[src/rtl/mem_access_unit.sv]
// MEM-stage data-memory access unit: single-outstanding req/ack bus master with byte lanes and load extension.
// Optional misaligned-access trap enabled by defining MEM_MISALIGN_TRAP_EN.
module mem_access_unit #(
    parameter int unsigned TIMEOUT = 255
) (
    input  logic        clk,
    input  logic        rst,
    input  logic        mem_r_i,
    input  logic        mem_w_i,
    input  logic [2:0]  ubhw_i,
    input  logic [31:0] addr_i,
    input  logic [31:0] wdata_i,
    input  logic        flush_i,
    output logic        bus_req_o,
    output logic        bus_we_o,
    output logic [31:0] bus_addr_o,
    output logic [3:0]  bus_be_o,
    output logic [31:0] bus_wdata_o,
    input  logic        bus_ack_i,
    input  logic [31:0] bus_rdata_i,
    output logic [31:0] load_data_o,
    output logic        load_valid_o,
    output logic        stall_o,
    output logic        bus_err_o,
    output logic        misalign_o
);
    typedef enum logic [1:0] {IDLE, BUSY, DONE} state_t;

    localparam logic [31:0] TO_LAST = (TIMEOUT == 0) ? 32'd0 : 32'(TIMEOUT - 1);

    state_t      state_q, state_d;
    logic [31:0] cnt_q, cnt_d;
    logic        req_q, req_d, we_q, we_d;
    logic [31:0] addr_q, addr_d, wdata_q, wdata_d, ldata_q, ldata_d;
    logic [3:0]  be_q, be_d;
    logic [1:0]  lo_q, lo_d;
    logic [2:0]  ubhw_q, ubhw_d;
    logic        lvld_q, lvld_d, err_q, err_d, mis_q, mis_d;

    logic        access, misal;
    logic [1:0]  lo_eff;
    logic [3:0]  be_eff;
    logic [31:0] wdata_rep, sh, ld_ext;

    assign access = (mem_r_i | mem_w_i) & ~flush_i;

    // Halfword drops addr[0], word drops addr[1:0]; codes other than B/H act as word.
    always_comb begin
        lo_eff    = 2'b00;
        be_eff    = 4'b1111;
        wdata_rep = wdata_i;
        case (ubhw_i[1:0])
            2'b00: begin
                lo_eff    = addr_i[1:0];
                be_eff    = 4'b0001 << addr_i[1:0];
                wdata_rep = {4{wdata_i[7:0]}};
            end
            2'b01: begin
                lo_eff    = {addr_i[1], 1'b0};
                be_eff    = addr_i[1] ? 4'b1100 : 4'b0011;
                wdata_rep = {2{wdata_i[15:0]}};
            end
            default: ;
        endcase
    end

`ifdef MEM_MISALIGN_TRAP_EN
    assign misal = (ubhw_i[1:0] == 2'b00) ? 1'b0 :
                   (ubhw_i[1:0] == 2'b01) ? addr_i[0] : (addr_i[1:0] != 2'b00);
`else
    assign misal = 1'b0;
`endif

    assign sh = bus_rdata_i >> {lo_q, 3'b000};

    always_comb begin
        case (ubhw_q[1:0])
            2'b00:   ld_ext = ubhw_q[2] ? {24'd0, sh[7:0]} : {{24{sh[7]}}, sh[7:0]};
            2'b01:   ld_ext = ubhw_q[2] ? {16'd0, sh[15:0]} : {{16{sh[15]}}, sh[15:0]};
            default: ld_ext = sh;
        endcase
    end

    always_comb begin
        state_d = state_q;
        cnt_d   = cnt_q;
        req_d   = req_q;
        we_d    = we_q;
        addr_d  = addr_q;
        be_d    = be_q;
        wdata_d = wdata_q;
        lo_d    = lo_q;
        ubhw_d  = ubhw_q;
        ldata_d = ldata_q;
        lvld_d  = 1'b0;
        err_d   = 1'b0;
        mis_d   = 1'b0;
        stall_o = 1'b0;
        case (state_q)
            IDLE: begin
                if (access) begin
                    stall_o = 1'b1;
                    if (misal) begin
                        mis_d   = 1'b1;
                        state_d = DONE;
                    end else begin
                        state_d = BUSY;
                        req_d   = 1'b1;
                        we_d    = mem_w_i;
                        addr_d  = {addr_i[31:2], 2'b00};
                        be_d    = be_eff;
                        wdata_d = wdata_rep;
                        lo_d    = lo_eff;
                        ubhw_d  = ubhw_i;
                        cnt_d   = 32'd0;
                    end
                end
            end
            BUSY: begin
                stall_o = 1'b1;
                cnt_d   = cnt_q + 32'd1;
                if (bus_ack_i) begin
                    req_d   = 1'b0;
                    state_d = DONE;
                    if (!we_q) begin
                        ldata_d = ld_ext;
                        lvld_d  = 1'b1;
                    end
                end else if (TIMEOUT != 0 && cnt_q == TO_LAST) begin
                    req_d   = 1'b0;
                    ldata_d = 32'd0;
                    err_d   = 1'b1;
                    state_d = DONE;
                end
            end
            DONE:    state_d = IDLE;
            default: state_d = IDLE;
        endcase
    end

    always_ff @(posedge clk or posedge rst) begin
        if (rst) begin
            state_q <= IDLE;
            cnt_q   <= 32'd0;
            req_q   <= 1'b0;
            we_q    <= 1'b0;
            addr_q  <= 32'd0;
            be_q    <= 4'd0;
            wdata_q <= 32'd0;
            lo_q    <= 2'd0;
            ubhw_q  <= 3'd0;
            ldata_q <= 32'd0;
            lvld_q  <= 1'b0;
            err_q   <= 1'b0;
            mis_q   <= 1'b0;
        end else begin
            state_q <= state_d;
            cnt_q   <= cnt_d;
            req_q   <= req_d;
            we_q    <= we_d;
            addr_q  <= addr_d;
            be_q    <= be_d;
            wdata_q <= wdata_d;
            lo_q    <= lo_d;
            ubhw_q  <= ubhw_d;
            ldata_q <= ldata_d;
            lvld_q  <= lvld_d;
            err_q   <= err_d;
            mis_q   <= mis_d;
        end
    end

    assign bus_req_o    = req_q;
    assign bus_we_o     = we_q;
    assign bus_addr_o   = addr_q;
    assign bus_be_o     = be_q;
    assign bus_wdata_o  = wdata_q;
    assign load_data_o  = ldata_q;
    assign load_valid_o = lvld_q;
    assign bus_err_o    = err_q;
    assign misalign_o   = mis_q;
endmodule

[config.mk]
export PLATFORM = sky130hd
export DESIGN_NAME = mem_access_unit
export DESIGN_NICKNAME = d
export VERILOG_FILES = /design/src/rtl/mem_access_unit.sv
export SDC_FILE = /design/constraint.sdc
export NUM_CORES = 1
export LEC_CHECK = 0
export BUFFER_PORTS_ARGS = -buffer_cell sky130_fd_sc_hd__buf_2
export CORE_UTILIZATION = 41
export DETAILED_ROUTE_END_ITERATION = 8
export PLACE_DENSITY = 0.7
export SLEW_MARGIN = 20
export SYNTH_ARGS = -nofsm -noshare
export SYNTH_HDL_FRONTEND = slang
export SYNTH_SLANG_ARGS = --single-unit
export TNS_END_PERCENT = 100
[constraint.sdc]
create_clock -name clk -period 4.75 [get_ports clk]
set_input_delay 0.95 -clock clk [delete_from_list [all_inputs] [get_ports clk]]
set_output_delay 0.95 -clock clk [all_outputs]
set_load 0.005 [all_outputs]
Word level (Yosys, flattened, before mapping)
Cells that the tools add are included.
Widths: inputs -> output; s select.
{"block": "word_totals", "register_bits": 141, "word_cells": 63}
{"block": "classes", "n_addsub": 1, "n_eq_ne": 7, "shift": 2, "n_mux": 28, "bitwise_logic": 3, "n_reduce_logical": 10}
{"operator": "$mux 32", "n": 6}
{"operator": "$pmux 32 s2", "n": 3}
{"operator": "$add 32x1->32 const B", "n": 1}
{"operator": "$eq 32x8->1 const B", "n": 1}
{"operator": "$shr 32x5->32", "n": 1}
{"operator": "$mux 1", "n": 10}
{"operator": "$pmux 2 s2", "n": 2}
{"operator": "$pmux 4 s2", "n": 1}
{"operator": "$eq 2x1->1 const B", "n": 3}
{"operator": "$logic_not 2->1", "n": 3}
{"operator": "$mux 2", "n": 3}
{"operator": "$reduce_and 2->1", "n": 3}
{"operator": "$reduce_and 3->1", "n": 2}
{"operator": "$mux 4", "n": 1}
{"operator": "$ne 2x2->1 const B", "n": 2}
{"operator": "$pmux 1 s2", "n": 2}
{"operator": "$reduce_bool 2->1", "n": 2}
{"operator": "$shl 1x2->4 const A", "n": 1}
{"operator": "$ne 3x3->1 const B", "n": 1}
{"operator": "$and 1x1->1", "n": 1}
{"operator": "$not 1->1", "n": 1}
{"operator": "$or 1x1->1", "n": 1}

Logic depth before layout (Yosys ltp)
Gate-level depths: netlist (run 1).
{"block": "logic_depth", "word_depth": 5, "mapped_depth": 8, "depth_no_buf": 7}

Worst setup path after synthesis (run 1)
Ideal clock, no wire load.
{"block": "synth_path", "path_kind": "input to output", "from": "in flush_i", "to": "out stall_o", "arrival_ns": 1.507, "required_ns": 3.800, "slack_ns": 2.293, "stages": 3, "path_buffers": 0, "cell_sequence": "nor4_1 > nor2_1 > inv_1"}
{"block": "synth_via", "elab_chain_len": 4}
{"element": "start, declared", "line_no": "13", "text": "input logic flush_i,"}
{"element": "$not 1->1", "line_no": "45", "text": "assign access = (mem_r_i | mem_w_i) & ~flush_i;"}
{"element": "$and 1x1->1", "line_no": "45"}
{"element": "$mux 1", "line_no": "101", "text": "if (access) begin"}
{"element": "$pmux 1 s2", "line_no": "99", "text": "case (state_q)"}
{"element": "end, declared", "line_no": "23", "text": "output logic stall_o,"}
No other way between the ends.

Final worst setup path (run 1)
{"block": "layout_path", "from": "reg lo_q[1]", "to": "reg ldata_q[17], in the netlist load_data_o[17]"}
{"block": "layout_via", "elab_chain_len": 5, "elab_cells_between_ends": 6, "cone_classes": "1 x shift; 5 x mux"}
{"element": "start, declared", "line_no": "36", "text": "logic [1:0] lo_q, lo_d;"}
{"element": "start signal, assigned", "line_no": "164", "text": "lo_q <= lo_d;"}
{"element": "$shr 32x5->32 *", "line_no": "74", "text": "assign sh = bus_rdata_i >> {lo_q, 3'b000};"}
{"element": "$mux 32, on equally long branches", "line_no": "79, 78"}
{"element": "$pmux 32 s2 *", "line_no": "77", "text": "case (ubhw_q[1:0])"}
{"element": "$mux 32 *", "line_no": "125", "text": "if (!we_q) begin"}
{"element": "$mux 32 *", "line_no": "122", "text": "if (bus_ack_i) begin"}
{"element": "end signal, assigned", "line_no": "166", "text": "ldata_q <= ldata_d;"}
{"element": "end, declared", "line_no": "34", "text": "logic [31:0] addr_q, addr_d, wdata_q, wdata_d, ldata_q, ldata_d;"}
Mark *: on every way between the ends. The rest lies on a longest branch, timed or not. The select of a mux whose other input is x is not followed.
A chain may end at the register's enable or synchronous reset.

==> metrics, run 1 <==
CTS Sinks 141; Chip Width roughly 130 um; vias in the first global route between 5000 and 6000; crit path launch type register; CTS Buffer Depth 2; storage element area 3530 um2; endpoint class of the critical path register; setup TNS 0 ns; # resized after CTS 0; Die ar. roughly 17000 um2; synthesized area 6790 um2; drt total wl about 17000 um; CP required between 5 and 6 ns; RSZ-0062 raised after global routing false; Tot GR Track Use a little over a fifth; Diodes inserted 0; Synth-to-Final Area Change 27.2%; CTS tree built; total power divided by cell area about 500 nW/um2; Crit-path slowest cell dfrtp_1; fin cells about 1100; final core occ a little over half; period utilisation layout about 62%; largest net degree at the start of global routing 69; global-route wire length before repair ~28000 um; Yosys reg bits about 140; Num CTS Buffers 17; crit path kind register to register; Iter 0 DRT Violations approximately 430; initial antenna violation count 0; Max IR drop VDD between 0.2 and 0.3 mV; final net count roughly 1000; max frequency 0.339 GHz; count of final hold-check violations 0; Core Region approximately 16000 um2; I/O Pins ~210; fillers 1499; Placed Instances roughly 1100; GRT Residual Overflow 0; drt drc 0; status finished, final reports clean; Vias roughly 5800; H-tree depth 4; Post-synth ARST share 100%; Die Ht ~130 um; synthesized instance count 709; latest clock arrival within the worst-skew pair 0.42 ns; postcts setup bufs 0; CP peak stage delay between 1 and 1.5 ns; Fin Clk Skew between 0.007 and 0.008 ns; final setup fails 0; I/O Buffers about 210; Antenna Violating Nets Remaining 0; Hold-fix buffers, CTS 0; Slew @ Worst Pin just over 1 ns; CP arrival between 3 and 4 ns; multi-input logic area a little over 3000 um2; Avg WL per Cell 15.3 um; leak pwr approximately 4.6 nW; share of layout cells above drive strength 1 29.8%; Worst slew margin about 31%; GPL Wtd Cong around 0.8; cell breakdown of the critical path nor2b_1 > a32o_1 > o211ai_2 > o21ai_0 > mux2_4; ys flop type dfrtp_1; DPL Wire Length approximately 12000 um; Max Cap Viol 0; router iterations before antenna repair 5; routed vias/inst slightly above 5; sequential area share after synthesis just over 50%; fin. max-slew vios 0; Initial Util approximately 42%; EDFF count, synth 0; HP Class register to register; Reg clk slew, reported paths approximately 0.060 ns; Avg Cell Area, Syn around 9.6 um2; Ys Warns 0; worst slack, placed approximately 1.8 ns; root buffer cell clkbuf_16; Max FO, Critical Path 26; post-route setup slack between 1.5 and 2 ns; minimum clock period between 2 and 3 ns; post-synth cell types 46; # rows between 40 and 50
[layout make-up]
type | instances | share of cell area [%]
clock buffer | 17 | 4.93
clock inverter | 15 | 2.55
inverter | 7 | 0.362
multi-input combinational | 521 | 35.4
sequential | 141 | 40.9
tap | 216 | 3.13
timing repair buffer | 213 | 12.8
[layout by cell type, fill, tap and decap left out, types with 3 or more instances in the layout]
cell | synthesis | layout
buf_2 | 5 | 207
nand2_1 | 202 | 202
dfrtp_1 | 141 | 141
mux2i_1 | 51 | 51
o21ai_1 | 40 | 40
nor2_1 | 31 | 31
nand3_1 | 25 | 25
o21ai_0 | 23 | 23
clkbuf_16 | 0 | 17
a21oi_1 | 16 | 16
a21o_1 | 15 | 15
mux2_4 | 15 | 15
and4_1 | 14 | 14
nand4_1 | 10 | 10
o31ai_1 | 10 | 10
nor2b_1 | 9 | 9
o211ai_1 | 7 | 7
a211o_1 | 7 | 7
inv_1 | 7 | 6
nor3_1 | 6 | 6
nor4_1 | 6 | 5
bufinv_16 | 0 | 5
buf_4 | 4 | 5
a31oi_1 | 4 | 4
clkinv_2 | 0 | 4
and2_1 | 3 | 3
conb_1 | 1 | 3
clkinv_4 | 0 | 3
[routing by layer]
metal | part of all wire (%) | track usage (%) | wire length [um]
met1 | 46 | 28.9 | 7990
met2 | 46 | 32.2 | 8020
met3 | 5.9 | 5.33 | 1010
met4 | 1.5 | 6.22 | 257
met5 | 0 | 0 | 0
[stage by stage]
step / power [mW] / instance area (um2) / hold WS, ns
finish: 4.39 / 8630 / 0.466
global route: 4.67 / 8630 / 0.491
CTS: 4.43 / 8600 / 0.472
global placement: 2.93 / 7960 / 0.453
detailed placement: 2.96 / 7960 / 0.457
floorplan: 2.42 / 6790 / 0.453
[worst paths after layout]
| check | start | slack [ns] | endpoint | cells past startpoint |
|---|---|---|---|---|
| min | bus_addr_o[14] | 0.47 | bus_addr_o[14] | 2 |
| min reg2reg | bus_addr_o[14] | 0.47 | bus_addr_o[14] | 2 |
| max in group asynchronous | rst | 3.15 | cnt_q[0] | 3 |
| max reg2reg | lo_q[1] | 1.80 | load_data_o[17] | 5 |
| max | lo_q[1] | 1.80 | load_data_o[17] | 5 |
| min in group asynchronous | rst | 0.58 | bus_addr_o[4] | 2 |
[logic make-up after synthesis]
family                     share of synthesized area [%]
AOI/OAI and AO/OA                                   11.4
xor gates and xnor gates                           0.258
adders and majority gates                          0.369
buffers and inverters                               3.36
DFF                                                 52.0
muxes                                               11.2
other                                             0.0553
and+or+nand+nor                                     21.4
[synthesized netlist by cell type, drive strengths merged (3+ instances only)]
library cell  number  share of area [%]
a21o              15                1.7
inv                7               0.39
a21oi             17                1.3
and2               3               0.28
nand4             10               0.92
mux2i             51                7.5
o211ai             8               0.96
dfrtp            141                 52
nor3               7               0.59
o31ai             10                1.1
a31oi              4               0.37
mux2              17                3.7
nor4               8                1.1
and4              14                1.8
clkbuf            25                1.4
a211o              7               0.90
o21ai             63                4.6
nand2            202                 11
nor2b              9               0.83
buf               17                1.6
nand3             26                2.0
nor2              31                1.7
[sequential cells by signal, summed over array words and instances, names as in the netlist]
| register | cells |
|---|---|
| state_q | 2 |
| load_data_o | 32 |
| bus_req_o | 1 |
| bus_be_o | 4 |
| load_valid_o | 1 |
| lo_q | 2 |
| bus_addr_o | 30 |
| cnt_q | 32 |
| ubhw_q | 3 |
| bus_wdata_o | 32 |
| bus_err_o | 1 |
| bus_we_o | 1 |
[where the power goes]
part | internal (mW) | switching, mW | total (mW)
logic | 0.567 | 0.585 | 1.15
registers | 1.55 | 0.231 | 1.78
clock network | 0.931 | 0.529 | 1.46
[worst max-delay path, delay by kind of cell (launching register included)]
| family | cells | cell delay (ns) |
|---|---|---|
| AND/OR/NAND/NOR | 1 | 0.38 |
| AO/OA/AOI/OAI | 3 | 1.13 |
| multiplexers | 1 | 0.30 |
| flip-flops | 1 | 1.02 |
(Power assumes the default switching activity.)
==> run 2, diff against run 1 <==
--- a/config.mk
+++ b/config.mk
@@ -5,10 +5,11 @@
 export SDC_FILE = /design/constraint.sdc
 export NUM_CORES = 1
 export LEC_CHECK = 0
+export ABC_AREA = 1
 export BUFFER_PORTS_ARGS = -buffer_cell sky130_fd_sc_hd__buf_2
 export CORE_UTILIZATION = 41
 export DETAILED_ROUTE_END_ITERATION = 8
-export PLACE_DENSITY = 0.7
+export PLACE_DENSITY = 0.66
 export SLEW_MARGIN = 20
 export SYNTH_ARGS = -nofsm -noshare
 export SYNTH_HDL_FRONTEND = slang
==> constraint.sdc (replaced) <==
create_clock -name clk -period 2.98 [get_ports clk]
set_input_delay 0.596 -clock clk [delete_from_list [all_inputs] [get_ports clk]]
set_output_delay 0.596 -clock clk [all_outputs]
set_load 0.005 [all_outputs]
==> run 2 against run 1 <==
Effect of this change:
- synthesized cell count is 46% higher
- count of clock-buffer cells in the layout is 2 higher
- first-iteration DRC count grew 8.0%
- non-clock buffer count stayed put
- die area is 9.9% higher
- via count increased by 24%
- sequential share of layout area decreased by 2.4 points
- critical path type is now register to output pin
- global-route usage grew 2.1 points
- combinational power grew 83%
- wire length rose by 19%
- sequential power rose by 58%
==> metrics, run 2 <==
Synth-to-Final Area Change 22.8%; Post-synth ARST share between 90% and 100%; Yosys reg bits between 100 and 150; Avg Cell Area, Syn 7.20 um2; CTS Sinks roughly 140; Reg clk slew, reported paths 0.06 ns; Fin Hold WS between 0.3 and 0.4 ns; GPL Wtd Cong around 0.90; CTS Buffer Depth 2; routed vias/inst slightly below 5; final core occ a little over half; drt drc 0; most common cell after layout, fill and taps aside nand2_1; Chip Width roughly 140 um; root buffer cell clkbuf_16; router iterations before antenna repair 5; Initial Util 42.6%; CP arrival ~1.7 ns; Synth area leader dfrtp_1; Yosys top cell area share ~47%; share of layout cells above drive strength 1 about 22%; drt total wl around 21000 um; fillers between 1500 and 2000; crit path kind register to output pin; commonest cells after routing, fill and taps aside nand2_1, buf_2, dfrtp_1; storage element area 3530 um2; count of final hold-check violations 0; Hold-fix buffers, CTS 0; top cells by count, synth nand2_1, dfrtp_1, nand3_1; EDFF count, synth 0; Core Region roughly 18000 um2; # resized after CTS 0; CTS tree built; H-tree depth 4; crit path launch type register; HP Class input pin to async pin; Max Cap Viol 0; GRT Residual Overflow 0; Fin Clk Skew between 0.01 and 0.015 ns; top-count cell post-synth nand2_1; CP peak stage delay between 0.4 and 0.5 ns; Die Ht 137 um; Diodes inserted 0; global-route wire length before repair 33200 um; Die ar. between 15000 and 20000 um2; leak pwr between 5 and 6 nW; CP required roughly 2.4 ns; DPL Wire Length 14500 um; Num CTS Buffers 17; final setup fails 0; Tot GR Track Use between 20 and 25%; total power divided by cell area 759 nW/um2; endpoint class of the critical path output pin; multi-input logic area between 3000 and 4000 um2; fin. max-slew vios 0; initial antenna violation count 0; Max FO, Critical Path 16; cell breakdown of the critical path nor2_4 > buf_4 > inv_1 > nand2_1 > buf_2; Iter 0 DRT Violations 460; top cells by area, synth dfrtp_1, nand2_1, nand3_1, o21ai_0, inv_1; period utilisation layout 75.3%; sequential area share after synthesis 47.2%; synthesized area 7470 um2; Vias around 7200; setup TNS 0 ns; synthesized instance count between 1000 and 1500; vias in the first global route approximately 6700; # rows between 40 and 50; post-synth cell types 33; max frequency 0.446 GHz; Slew @ Worst Pin roughly 0.94 ns; Avg WL per Cell 14.2 um; largest net degree at the start of global routing 142; ys flop type dfrtp_1; postcts setup bufs 0; Worst slew margin 37.3%; status finished, final reports clean; minimum clock period 2.24 ns; Antenna Violating Nets Remaining 0; Crit-path slowest cell dfrtp_1; Max IR drop VDD approximately 0.42 mV; latest clock arrival within the worst-skew pair around 0.42 ns; I/O Pins between 200 and 250; I/O Buffers slightly above 200; RSZ-0062 raised after global routing false; Ys Warns 0; final net count around 1300
-- run 2: changes by cell type in the layout (fill, tap and decap cells not counted), moves of 10 or more --
cell     previous run  this run
a21o_1             15         0
a21oi_1            16        49
and4_1             14         0
inv_1               6        70
inv_2               0        11
mux2_4             15         0
mux2i_1            51         1
nand2_1           202       432
nand3_1            25        92
nor2_1             31        62
o21ai_0            23        56
o21ai_1            40         5
o31ai_1            10         0
-- run 2: area by class of cell --
class	count	share of cell area [%]
multi-input combinational	763	36.8
sequential	141	38.5
timing repair buffer	213	12.1
inverter	83	3.45
clock inverter	12	1.23
clock buffer	19	4.94
tap	225	3.07
-- run 2: through the flow --
| stage | total power [mW] | cell area (um2) | setup WS, ns | cells |
|---|---|---|---|---|
| floorplan | 4.07 | 7480 | 0.621 | 1040 |
| global placement | 4.94 | 8600 | 0.862 | 1425 |
| detailed placement | 4.97 | 8600 | 0.848 | 1425 |
| CTS | 7.06 | 9170 | 0.701 | 1456 |
| global route | 7.49 | 9170 | 0.615 | 1456 |
| finish | 6.96 | 9170 | 0.736 | 1456 |
-- run 2: cells by family after synthesis --
| kind of cell | share of synthesized area [%] |
|---|---|
| buffers and inverters | 7.79 |
| xor gates and xnor gates | 0.352 |
| muxes | 0.134 |
| DFF | 47.2 |
| other | 0.0502 |
| and+or+nand+nor | 35.1 |
| AOI/OAI and AO/OA | 8.96 |
| adders and majority gates | 0.335 |
-- run 2: power breakdown --
group / internal, mW / switching (mW) / total (mW) / leakage (nW)
Sequential: 2.46 / 0.351 / 2.81 / 1.82
Clock: 1.19 / 0.838 / 2.03 / 0.264
Combinational: 0.866 / 1.25 / 2.11 / 2.96
Total: 4.52 / 2.43 / 6.96 / 5.04
-- run 2: critical path, delay by kind of cell, from the launching register on --
family	cells	cell delay [ns]
flip-flops	1	0.41
AND/OR/NAND/NOR	2	0.29
buffers and inverters	3	0.53
-- run 2: worst paths after layout --
check	from	slack, ns	end	cells after the start
max in group asynchronous	rst	1.99	bus_addr_o[23]	3
worst max register to register	lo_q[1]	0.91	load_data_o[17]	8
worst min-delay path	rst	0.33	bus_we_o	3
worst min register to register	bus_addr_o[10]	0.46	bus_addr_o[10]	2
worst max-delay path	state_q[1]	0.74	stall_o	5
min in group clk	addr_i[5]	0.37	bus_addr_o[5]	3
-- run 2: per-layer routing --
metal,routed length [um],global-route usage (%),vias up,part of all wire [%]
met4,233,6.59,0,1.1
met1,9430,30.2,3236,46
li1,-,-,3652,-
met3,1580,6.37,18,7.7
met5,0,0,-,0
met2,9400,36.7,283,46
